`config.mk`:
```
export PLATFORM = sky130hd
export DESIGN_NAME = usb3_hp_rx_check_flat
export DESIGN_NICKNAME = d
export VERILOG_FILES = /design/src/rtl/usb3_hp_rx_check_if.sv /design/src/rtl/usb3_hp_rx_check.sv /design/src/flat_wrapper.sv
export SDC_FILE = /design/constraint.sdc
export NUM_CORES = 1
export LEC_CHECK = 0
export CORE_MARGIN = 8
export CORE_UTILIZATION = 40
export DETAILED_ROUTE_END_ITERATION = 16
export PLACE_DENSITY_LB_ADDON = 0.15
export RECOVER_POWER = 25
export REMOVE_ABC_BUFFERS = 1
export SLEW_MARGIN = 5
export SYNTH_ARGS = -nofsm -noshare
export SYNTH_HDL_FRONTEND = slang
export SYNTH_SLANG_ARGS = --single-unit
```
`constraint.sdc`:
```
create_clock -name clk -period 9.3 [get_ports clk]
set_input_delay 0.93 -clock clk [delete_from_list [all_inputs] [get_ports clk]]
set_output_delay 0.93 -clock clk [all_outputs]
set_load 0.05 [all_outputs]
```
`src/rtl/usb3_hp_rx_check_if.sv`:
```
// Header-packet receive bundle for usb3_hp_rx_check.
// master: rx word source / header consumer; slave: the checker.
interface usb3_hp_rx_check_if #(
    parameter int SEQ_W = 3
);
    logic             hp_start;
    logic [31:0]      rx_data;
    logic             rx_valid;
    logic [95:0]      hdr_out;
    logic [SEQ_W-1:0] hdr_seq;
    logic             hdr_valid;
    logic             hdr_ready;
    logic             crc16_err;
    logic             lcw_err;
    logic             seq_err;
    logic             ovf_err;
    logic             abort;

    modport master (
        output hp_start, rx_data, rx_valid, hdr_ready,
        input  hdr_out, hdr_seq, hdr_valid,
        input  crc16_err, lcw_err, seq_err, ovf_err, abort
    );

    modport slave (
        input  hp_start, rx_data, rx_valid, hdr_ready,
        output hdr_out, hdr_seq, hdr_valid,
        output crc16_err, lcw_err, seq_err, ovf_err, abort
    );
endinterface

```
`src/rtl/usb3_hp_rx_check.sv`:
```
// USB3 link-layer header packet receive checker: CRC-16, LCW CRC-5,
// sequence check and a one-entry valid/ready header buffer.
// Ports: clk, rst (async, active-high), bus (usb3_hp_rx_check_if.slave):
//   hp_start/rx_data/rx_valid in; hdr_out/hdr_seq/hdr_valid out,
//   hdr_ready in; crc16_err/lcw_err/seq_err/ovf_err/abort pulses out.
// Build option: define USB3_HP_RX_SEQ_CHECK_EN to enable sequence
//   checking; when undefined seq_err is tied to 0.

// Link Control Word CRC-5: poly x^5+x^2+1, seed 5'h1F, LCW bit 0
// first, remainder inverted.
module usb3_crc_cw (
    input  logic [10:0] lcw,
    output logic [4:0]  crc5
);
    function automatic logic [4:0] crc5_calc(input logic [10:0] d);
        logic [4:0] c;
        logic       fb;
        c = 5'h1f;
        for (int i = 0; i < 11; i++) begin
            fb = c[4] ^ d[i];
            c  = {c[3:0], 1'b0} ^ (fb ? 5'h05 : 5'h00);
        end
        return ~c;
    endfunction

    assign crc5 = crc5_calc(lcw);
endmodule

module usb3_hp_rx_check #(
    parameter int SEQ_W = 3
) (
    input logic               clk,
    input logic               rst,
    usb3_hp_rx_check_if.slave bus
);
    localparam logic [15:0] CRC16_POLY = 16'h100B;
    localparam logic [15:0] CRC16_SEED = 16'hFFFF;

    typedef enum logic [2:0] {
        S_IDLE,
        S_DW0,
        S_DW1,
        S_DW2,
        S_DW3,
        S_CHK
    } state_t;

    state_t           state_q, state_d;
    logic [15:0]      crc_q, crc_d;
    logic [31:0]      dw0_q, dw0_d;
    logic [31:0]      dw1_q, dw1_d;
    logic [31:0]      dw2_q, dw2_d;
    logic [95:0]      hdr_out_q, hdr_out_d;
    logic [SEQ_W-1:0] hdr_seq_q, hdr_seq_d;
    logic             hdr_valid_q, hdr_valid_d;
    logic             crc16_err_q, crc16_err_d;
    logic             lcw_err_q, lcw_err_d;
    logic             seq_err_q, seq_err_d;
    logic             ovf_err_q, ovf_err_d;
    logic             abort_q, abort_d;
`ifdef USB3_HP_RX_SEQ_CHECK_EN
    logic [SEQ_W-1:0] seq_exp_q, seq_exp_d;
`endif

    logic [10:0]      lcw;
    logic [4:0]       crc5_calc;
    logic [15:0]      crc_upd;
    logic [SEQ_W-1:0] rx_seq;
    logic             crc_bad;
    logic             lcw_bad;
    logic             seq_bad;
    logic             hdr_good;
    logic             drain;
    logic             buf_free;
    logic             accept;

    // Reflected DWORD into the MSB-first parallel CRC-16 update.
    function automatic logic [15:0] crc16_dword(
        input logic [15:0] crc,
        input logic [31:0] dw
    );
        logic [31:0] rev;
        logic [15:0] c;
        logic        fb;
        c = crc;
        for (int i = 0; i < 32; i++) begin
            rev[i] = dw[31-i];
        end
        for (int i = 31; i >= 0; i--) begin
            fb = c[15] ^ rev[i];
            c  = {c[14:0], 1'b0} ^ (fb ? CRC16_POLY : 16'h0000);
        end
        return c;
    endfunction

    assign lcw     = bus.rx_data[26:16];
    assign rx_seq  = lcw[SEQ_W-1:0];
    assign crc_upd = crc16_dword(crc_q, bus.rx_data);

    usb3_crc_cw u_crc_cw (
        .lcw  (lcw),
        .crc5 (crc5_calc)
    );

    // Check terms are only consumed when DW3 is accepted.
    assign crc_bad = (crc_q != bus.rx_data[15:0]);
    assign lcw_bad = (crc5_calc != bus.rx_data[31:27]);
`ifdef USB3_HP_RX_SEQ_CHECK_EN
    assign seq_bad = (rx_seq != seq_exp_q);
`else
    assign seq_bad = 1'b0;
`endif
    assign hdr_good = !crc_bad && !lcw_bad && !seq_bad;

    assign drain    = hdr_valid_q & bus.hdr_ready;
    assign buf_free = !hdr_valid_q | drain;
    assign accept   = bus.rx_valid & !bus.hp_start;

    always_comb begin
        state_d     = state_q;
        crc_d       = crc_q;
        dw0_d       = dw0_q;
        dw1_d       = dw1_q;
        dw2_d       = dw2_q;
        hdr_out_d   = hdr_out_q;
        hdr_seq_d   = hdr_seq_q;
        hdr_valid_d = hdr_valid_q & !drain;
        crc16_err_d = 1'b0;
        lcw_err_d   = 1'b0;
        seq_err_d   = 1'b0;
        ovf_err_d   = 1'b0;
        abort_d     = 1'b0;
`ifdef USB3_HP_RX_SEQ_CHECK_EN
        seq_exp_d   = seq_exp_q;
`endif

        if (bus.hp_start) begin
            // HPSTART always restarts collection; mid-packet it aborts.
            state_d = S_DW0;
            crc_d   = CRC16_SEED;
            abort_d = (state_q == S_DW1) ||
                      (state_q == S_DW2) ||
                      (state_q == S_DW3);
        end else begin
            unique case (state_q)
                S_IDLE: begin
                    state_d = S_IDLE;
                end
                S_DW0: begin
                    if (accept) begin
                        dw0_d   = bus.rx_data;
                        crc_d   = crc_upd;
                        state_d = S_DW1;
                    end
                end
                S_DW1: begin
                    if (accept) begin
                        dw1_d   = bus.rx_data;
                        crc_d   = crc_upd;
                        state_d = S_DW2;
                    end
                end
                S_DW2: begin
                    if (accept) begin
                        dw2_d   = bus.rx_data;
                        crc_d   = crc_upd;
                        state_d = S_DW3;
                    end
                end
                S_DW3: begin
                    if (accept) begin
                        state_d     = S_CHK;
                        crc16_err_d = crc_bad;
                        lcw_err_d   = lcw_bad;
                        seq_err_d   = !crc_bad && seq_bad;
                        if (hdr_good) begin
`ifdef USB3_HP_RX_SEQ_CHECK_EN
                            seq_exp_d = seq_exp_q + 1'b1;
`endif
                            if (buf_free) begin
                                hdr_out_d   = {dw2_q, dw1_q, dw0_q};
                                hdr_seq_d   = rx_seq;
                                hdr_valid_d = 1'b1;
                            end else begin
                                ovf_err_d = 1'b1;
                            end
                        end
                    end
                end
                S_CHK: begin
                    state_d = S_IDLE;
                end
                default: begin
                    state_d = S_IDLE;
                end
            endcase
        end
    end

    always_ff @(posedge clk or posedge rst) begin
        if (rst) begin
            state_q     <= S_IDLE;
            crc_q       <= CRC16_SEED;
            dw0_q       <= '0;
            dw1_q       <= '0;
            dw2_q       <= '0;
            hdr_out_q   <= '0;
            hdr_seq_q   <= '0;
            hdr_valid_q <= 1'b0;
            crc16_err_q <= 1'b0;
            lcw_err_q   <= 1'b0;
            seq_err_q   <= 1'b0;
            ovf_err_q   <= 1'b0;
            abort_q     <= 1'b0;
`ifdef USB3_HP_RX_SEQ_CHECK_EN
            seq_exp_q   <= '0;
`endif
        end else begin
            state_q     <= state_d;
            crc_q       <= crc_d;
            dw0_q       <= dw0_d;
            dw1_q       <= dw1_d;
            dw2_q       <= dw2_d;
            hdr_out_q   <= hdr_out_d;
            hdr_seq_q   <= hdr_seq_d;
            hdr_valid_q <= hdr_valid_d;
            crc16_err_q <= crc16_err_d;
            lcw_err_q   <= lcw_err_d;
            seq_err_q   <= seq_err_d;
            ovf_err_q   <= ovf_err_d;
            abort_q     <= abort_d;
`ifdef USB3_HP_RX_SEQ_CHECK_EN
            seq_exp_q   <= seq_exp_d;
`endif
        end
    end

    assign bus.hdr_out   = hdr_out_q;
    assign bus.hdr_seq   = hdr_seq_q;
    assign bus.hdr_valid = hdr_valid_q;
    assign bus.crc16_err = crc16_err_q;
    assign bus.lcw_err   = lcw_err_q;
    assign bus.seq_err   = seq_err_q;
    assign bus.ovf_err   = ovf_err_q;
    assign bus.abort     = abort_q;
endmodule
```
`src/flat_wrapper.sv`:
```
// flat-port wrapper written by rule: the top's interface ports become plain ports
module usb3_hp_rx_check_flat 
#(
    parameter int SEQ_W = 3
)
  (clk, rst, bus_hp_start, bus_rx_data, bus_rx_valid, bus_hdr_ready, bus_hdr_out, bus_hdr_seq, bus_hdr_valid, bus_crc16_err, bus_lcw_err, bus_seq_err, bus_ovf_err, bus_abort);
  usb3_hp_rx_check_if #(.SEQ_W(SEQ_W)) bus_i ();
  input logic clk;
  input logic rst;
  input wire logic [$bits(bus_i.hp_start)-1:0] bus_hp_start;
  input wire logic [$bits(bus_i.rx_data)-1:0] bus_rx_data;
  input wire logic [$bits(bus_i.rx_valid)-1:0] bus_rx_valid;
  input wire logic [$bits(bus_i.hdr_ready)-1:0] bus_hdr_ready;
  output wire logic [$bits(bus_i.hdr_out)-1:0] bus_hdr_out;
  output wire logic [$bits(bus_i.hdr_seq)-1:0] bus_hdr_seq;
  output wire logic [$bits(bus_i.hdr_valid)-1:0] bus_hdr_valid;
  output wire logic [$bits(bus_i.crc16_err)-1:0] bus_crc16_err;
  output wire logic [$bits(bus_i.lcw_err)-1:0] bus_lcw_err;
  output wire logic [$bits(bus_i.seq_err)-1:0] bus_seq_err;
  output wire logic [$bits(bus_i.ovf_err)-1:0] bus_ovf_err;
  output wire logic [$bits(bus_i.abort)-1:0] bus_abort;
  assign bus_i.hp_start = bus_hp_start;
  assign bus_i.rx_data = bus_rx_data;
  assign bus_i.rx_valid = bus_rx_valid;
  assign bus_i.hdr_ready = bus_hdr_ready;
  assign bus_hdr_out = bus_i.hdr_out;
  assign bus_hdr_seq = bus_i.hdr_seq;
  assign bus_hdr_valid = bus_i.hdr_valid;
  assign bus_crc16_err = bus_i.crc16_err;
  assign bus_lcw_err = bus_i.lcw_err;
  assign bus_seq_err = bus_i.seq_err;
  assign bus_ovf_err = bus_i.ovf_err;
  assign bus_abort = bus_i.abort;
  usb3_hp_rx_check #(.SEQ_W(SEQ_W)) u_core (.clk(clk), .rst(rst), .bus(bus_i));
endmodule
```
==> results of run 1 <==
Yosys cell counts, drive strengths merged:
| master | instances |
|---|---|
| a211o | 1 |
| a21boi | 1 |
| a21oi | 19 |
| buf | 13 |
| clkbuf | 20 |
| conb | 1 |
| dfrtp | 203 |
| dfstp | 16 |
| inv | 2 |
| mux2 | 195 |
| nand2 | 5 |
| nand2b | 4 |
| nand3 | 1 |
| nand4 | 5 |
| nand4b | 2 |
| nor2 | 23 |
| nor2b | 1 |
| nor3 | 1 |
| nor3b | 2 |
| nor4 | 2 |
| o2111ai | 1 |
| o21a | 1 |
| o21bai | 1 |
| or2 | 1 |
| or3 | 1 |
| xnor2 | 105 |
| xnor3 | 21 |
| xor2 | 24 |
| xor3 | 7 |
through the flow:
stage	instances	cell area [um^2]	setup WS, ns
after floorplan	646	10000	2.082
after global routing	1165	12730	2.627
final	1165	12730	3.729
after detailed placement	1123	11890	3.949
after CTS	1165	12730	4.486
after global placement	1123	11890	4.016
state kept, by name, indices dropped and copies added (netlist names), 3 cells and up:
| register | count |
|---|---|
| u_core.bus.hdr_out | 96 |
| u_core.dw0_q | 32 |
| u_core.dw1_q | 32 |
| u_core.dw2_q | 32 |
| u_core.crc_q | 16 |
| u_core.bus.hdr_seq | 3 |
| u_core.state_q | 3 |
layout by cell type, fill, tap and decap left out, types with 2 or more instances in the layout:
| master | count |
|---|---|
| nand2_1 | 5 |
| xor2_4 | 2 |
| a21oi_1 | 19 |
| dlygate4sd3_1 | 3 |
| nand4_1 | 5 |
| xor3_1 | 4 |
| clkdlybuf4s50_1 | 137 |
| dfrtp_1 | 203 |
| clkinv_4 | 2 |
| clkbuf_8 | 6 |
| xnor2_4 | 2 |
| xnor3_1 | 12 |
| xnor2_2 | 5 |
| nand4b_1 | 2 |
| xnor2_1 | 98 |
| xnor3_4 | 6 |
| dfstp_2 | 16 |
| clkbuf_16 | 25 |
| nor3b_1 | 2 |
| buf_4 | 7 |
| xor3_2 | 2 |
| nor2_1 | 23 |
| nand2b_1 | 4 |
| xnor3_2 | 3 |
| xor2_1 | 21 |
| clkinv_2 | 4 |
| mux2_2 | 195 |
| bufinv_16 | 3 |
final timing paths:
kind,startpoint,slack (ns),endpoint
worst min register to register,u_core.dw1_q[15],0.49,u_core.bus.hdr_out[47]
worst max-delay path,rst,3.73,u_core.dw0_q[2]
worst max register to register,u_core.crc_q[7],5.03,u_core.bus.hdr_out[62]
worst min-delay path,u_core.dw1_q[15],0.49,u_core.bus.hdr_out[47]
max in group clk,bus_rx_data[16],4.47,u_core.bus.hdr_out[62]
min in group asynchronous,rst,2.76,u_core.bus.hdr_out[10]
layer usage:
layer  part of all wire, %  track usage, %  up-vias  wire [um]
met5                     0               0        -          0
met4                   2.0           3.850        0        440
met3                   5.6           3.000       29       1267
met2                    48           24.24      143      10750
met1                    45           19.50     2961      10020
li1                      -               -     2605          -
critical path: stages:
cell and delay (ns):
dlygate4sd3_1 0.54, clkinvlp_2 3.34, buf_4 1.15
logic make-up after synthesis:
group	count (synthesis)	share of synthesized area, %
xor gates and xnor gates	157	18.95
muxes	195	21.65
DFF	219	54.23
other	1	0.03697
and+or+nand+nor	48	2.319
buffers and inverters	35	1.480
AOI/OAI and AO/OA	24	1.332
area by class of cell:
| type | instances | area, um^2 |
|---|---|---|
| multi-input combinational | 425 | 4506 |
| sequential | 219 | 5500 |
| inverter | 2 | 8.758 |
| clock buffer | 32 | 711.9 |
| tap | 330 | 412.9 |
| fill | 2117 | 12310 |
| clock inverter | 10 | 135.1 |
| timing repair buffer | 147 | 1454 |
==> flow_summary.yaml, run 1 <==
status:
  run_status: "complete, but fails checks"
  violations: "capacitance limit, slew limit"
timing:
  setup_viol: 0
  grt_setup_unrepaired: "false"
  hold_slack_ns: 0.4937
  tightest_slew_ns: 6.056
  fin_tns_setup_ns: 0
  fmax_ghz: 0.1795
  hold_viol: 0
  slew_viol_final: 143
  min_period_ns: 5.571
  max-slew-margin-rel_pct: -305.9
  clock_skew_ns: 0.01322
  period_share_pct: 59.90
clocking:
  clk_pin_slew_ns: 0.06
  cts_setup_buffers: 0
  cts_buffer_depth: 3
  cts-hold-fix-buffers: 0
  cts_num_sinks: 219
  cts_resized: 0
  cts_max_level: 1
  cts_tree: "done"
  cts_buffers: 24
  clkLatencyLatePin_ns: 0.51
  clock-root-buffer: "clkbuf_16"
route:
  wl_mm: 22.47
  viasPerCell: 4.925
  dr.first_iter.drc_count: 222
  drc_errors: 0
  routedWlPerCell_um: 19.29
  via_count: 5738
  first_pass_iters: 4
  ant_nets: 0
setup_path:
  cp-start-kind: "primary input"
  end_kind: "asynchronous set/reset pin"
  critPathMaxFanout: 142
  worstPathRequired_ns: 9.80
  crit_arrival_ns: 6.07
  crit_type: "in -> async"
  worstRegToRegCells: 7
die:
  die_area_mm2: 0.03071
  ios: 142
  core_mm2: 0.02504
  rows: 58
  start_util_pct: 40.51
  fp.dieH_um: 175.2
  die_w_um: 175.2
cells_and_area:
  areaGrowthSynthToFinish_pct: 25.50
  diodes: 0
  post_route_cells_drive_above_1_share_pct: 34.13
  nets: 856
  utilization_pct: 50.84
synth:
  ys_warn_count: 0
  syn-instance-count: 679
  yosysTopAreaCellShare_pct: 50.09
  synth_top_area_cell: "dfrtp_1"
  syn_avg_cell_area_um2: 14.94
  synth_cell_types: 38
  synth_area_leaders: "dfrtp_1, mux2_2, xnor2_1, dfstp_2, xnor3_1"
  synth_area_mm2: 0.01014
  synth-seq-cells: 219
  yosysSeqAreaShare_pct: 54.23
grt:
  grt_util_all_layers_pct: 14.72
  overflow: 0
  grt_pass1_vias: 6531
  antenna_found_initial: 0
  grt_pass1_wl_mm: 36.56
  grt_max_degree: 143
worst_hold_path:
  worstHoldPathCells: 1
  hp-class: "reg -> reg"
run:
  maxCapViolations: 1
place:
  numPortBuffers: 140
  dp_hpwl_mm: 15.81
  gp_congestion: 0.8543
Power of run 1 is left out: the tool's default activity adds up to more than one toggle a clock period on the data nets, which glitch-free logic cannot reach.
==> run 2: changes to the inputs <==
==> constraint.sdc (replaced) <==
create_clock -name clk -period 5.3 [get_ports clk]
set_input_delay 0.53 -clock clk [delete_from_list [all_inputs] [get_ports clk]]
set_output_delay 0.53 -clock clk [all_outputs]
set_load 0.05 [all_outputs]
==> flow_summary.yaml, run 2 (same netlist as run 1, synthesis figures left out) <==
status:
  run_status: "complete, but fails checks"
  violations: "capacitance limit, slew limit"
place:
  placed_area_mm2: 0.01191
  dp_hpwl_mm: 16.13
  gp_congestion: 0.8630
  post-place-ws_ns: 1.044
  numPortBuffers: 140
cells_and_area:
  layout_common_cells: "dfrtp_1, mux2_2, clkdlybuf4s50_1"
  areaGrowthSynthToFinish_pct: 24.76
  largest_reg_flops: 96
  post_route_cells_drive_above_1_share_pct: 33.29
  layout_commonest_cell: "dfrtp_1"
  final_area_mm2: 0.01265
  diodes: 0
  nets: 858
grt:
  grt_max_degree: 126
  grt_pass1_wl_mm: 36.92
  overflow: 0
  grt_util_all_layers_pct: 14.90
  antenna_found_initial: 0
  grt_pass1_vias: 6471
timing:
  setup_viol: 0
  grt_setup_unrepaired: "false"
  max-slew-margin-rel_pct: -146.0
  fin_tns_setup_ns: 0
  timing.final.ws_setup_ns: 1.472
  hold_viol: 0
  period_share_pct: 72.23
  clock_skew_ns: 0.02017
  tightest_slew_ns: 3.689
  slew_viol_final: 95
  hold_slack_ns: 0.4931
  fmax_ghz: 0.2612
  min_period_ns: 3.828
route:
  first_pass_iters: 4
  ant_nets: 0
  wl_mm: 22.63
  dr.first_iter.drc_count: 371
  viasPerCell: 4.911
  routedWlPerCell_um: 19.37
  via_count: 5736
  drc_errors: 0
setup_path:
  cp-start-kind: "primary input"
  critPathMaxFanout: 95
  crit_arrival_ns: 3.60
  cpPeakStageDelay_ns: 2.55
  path_cells: "clkdlybuf4s50_1 -> inv_1"
  crit_buf_inv: 2
  end_kind: "asynchronous set/reset pin"
  critical-path-top-delay-family: "buffers and inverters"
  cp_slowest_cell: "inv_1"
  worstPathRequired_ns: 5.07
  crit_type: "in -> async"
die:
  die_area_mm2: 0.03071
  rows: 58
  start_util_pct: 40.51
  fp.dieH_um: 175.2
  ios: 142
  core_mm2: 0.02504
  die_w_um: 175.2
clocking:
  clk_pin_slew_ns: 0.06
  cts_resized: 0
  cts_setup_buffers: 0
  cts_buffer_depth: 3
  cts_buffers: 25
  clkLatencyLatePin_ns: 0.52
  cts-hold-fix-buffers: 0
  clock-root-buffer: "clkbuf_16"
  cts_num_sinks: 219
  cts_tree: "done"
  cts_max_level: 1
worst_hold_path:
  hp-class: "reg -> reg"
run:
  maxCapViolations: 1
## run 2: worst paths after layout
kind / from / endpoint / slack, ns / depth (start not counted)
setup / recovery: rst / u_core.bus.hdr_out[25] / 1.47 / 2
hold / removal: u_core.dw1_q[17] / u_core.bus.hdr_out[49] / 0.49 / 1
setup reg to reg: u_core.crc_q[13] / u_core.crc_q[3] / 1.75 / 8
hold reg to reg: u_core.dw1_q[17] / u_core.bus.hdr_out[49] / 0.49 / 1
max in group clk: bus_rx_data[2] / u_core.crc_q[3] / 1.55 / 9
min in group asynchronous: rst / u_core.bus.hdr_out[43] / 1.69 / 2
## run 2: layout make-up
cell class / count / area [um^2]
Clock buffer: 39 / 728.2
Clock inverter: 5 / 25.02
Fill cell: 2128 / 12380
Inverter: 2 / 7.507
Multi-Input combinational cell: 425 / 4506
Sequential cell: 219 / 5500
Tap cell: 330 / 412.9
Timing Repair Buffer: 148 / 1474
## run 2: routing by layer
layer  global-route usage (%)  vias to the layer above  share of wire [%]
met1                    19.51                     2934                 44
met3                    3.691                       30                6.5
li1                         -                     2618                  -
met2                    24.53                      154                 48
met5                        0                        -                  0
met4                    3.462                        0                1.5
## run 2: through the flow
step           cells  util [%]
5_1_grt         1168     50.54
3_3_place_gp    1124     47.56
3_5_place_dp    1124     47.56
2_1_floorplan    646         -
6_report        1168     50.54
4_1_cts         1168     50.57
Power of run 2 is left out for the same reason.
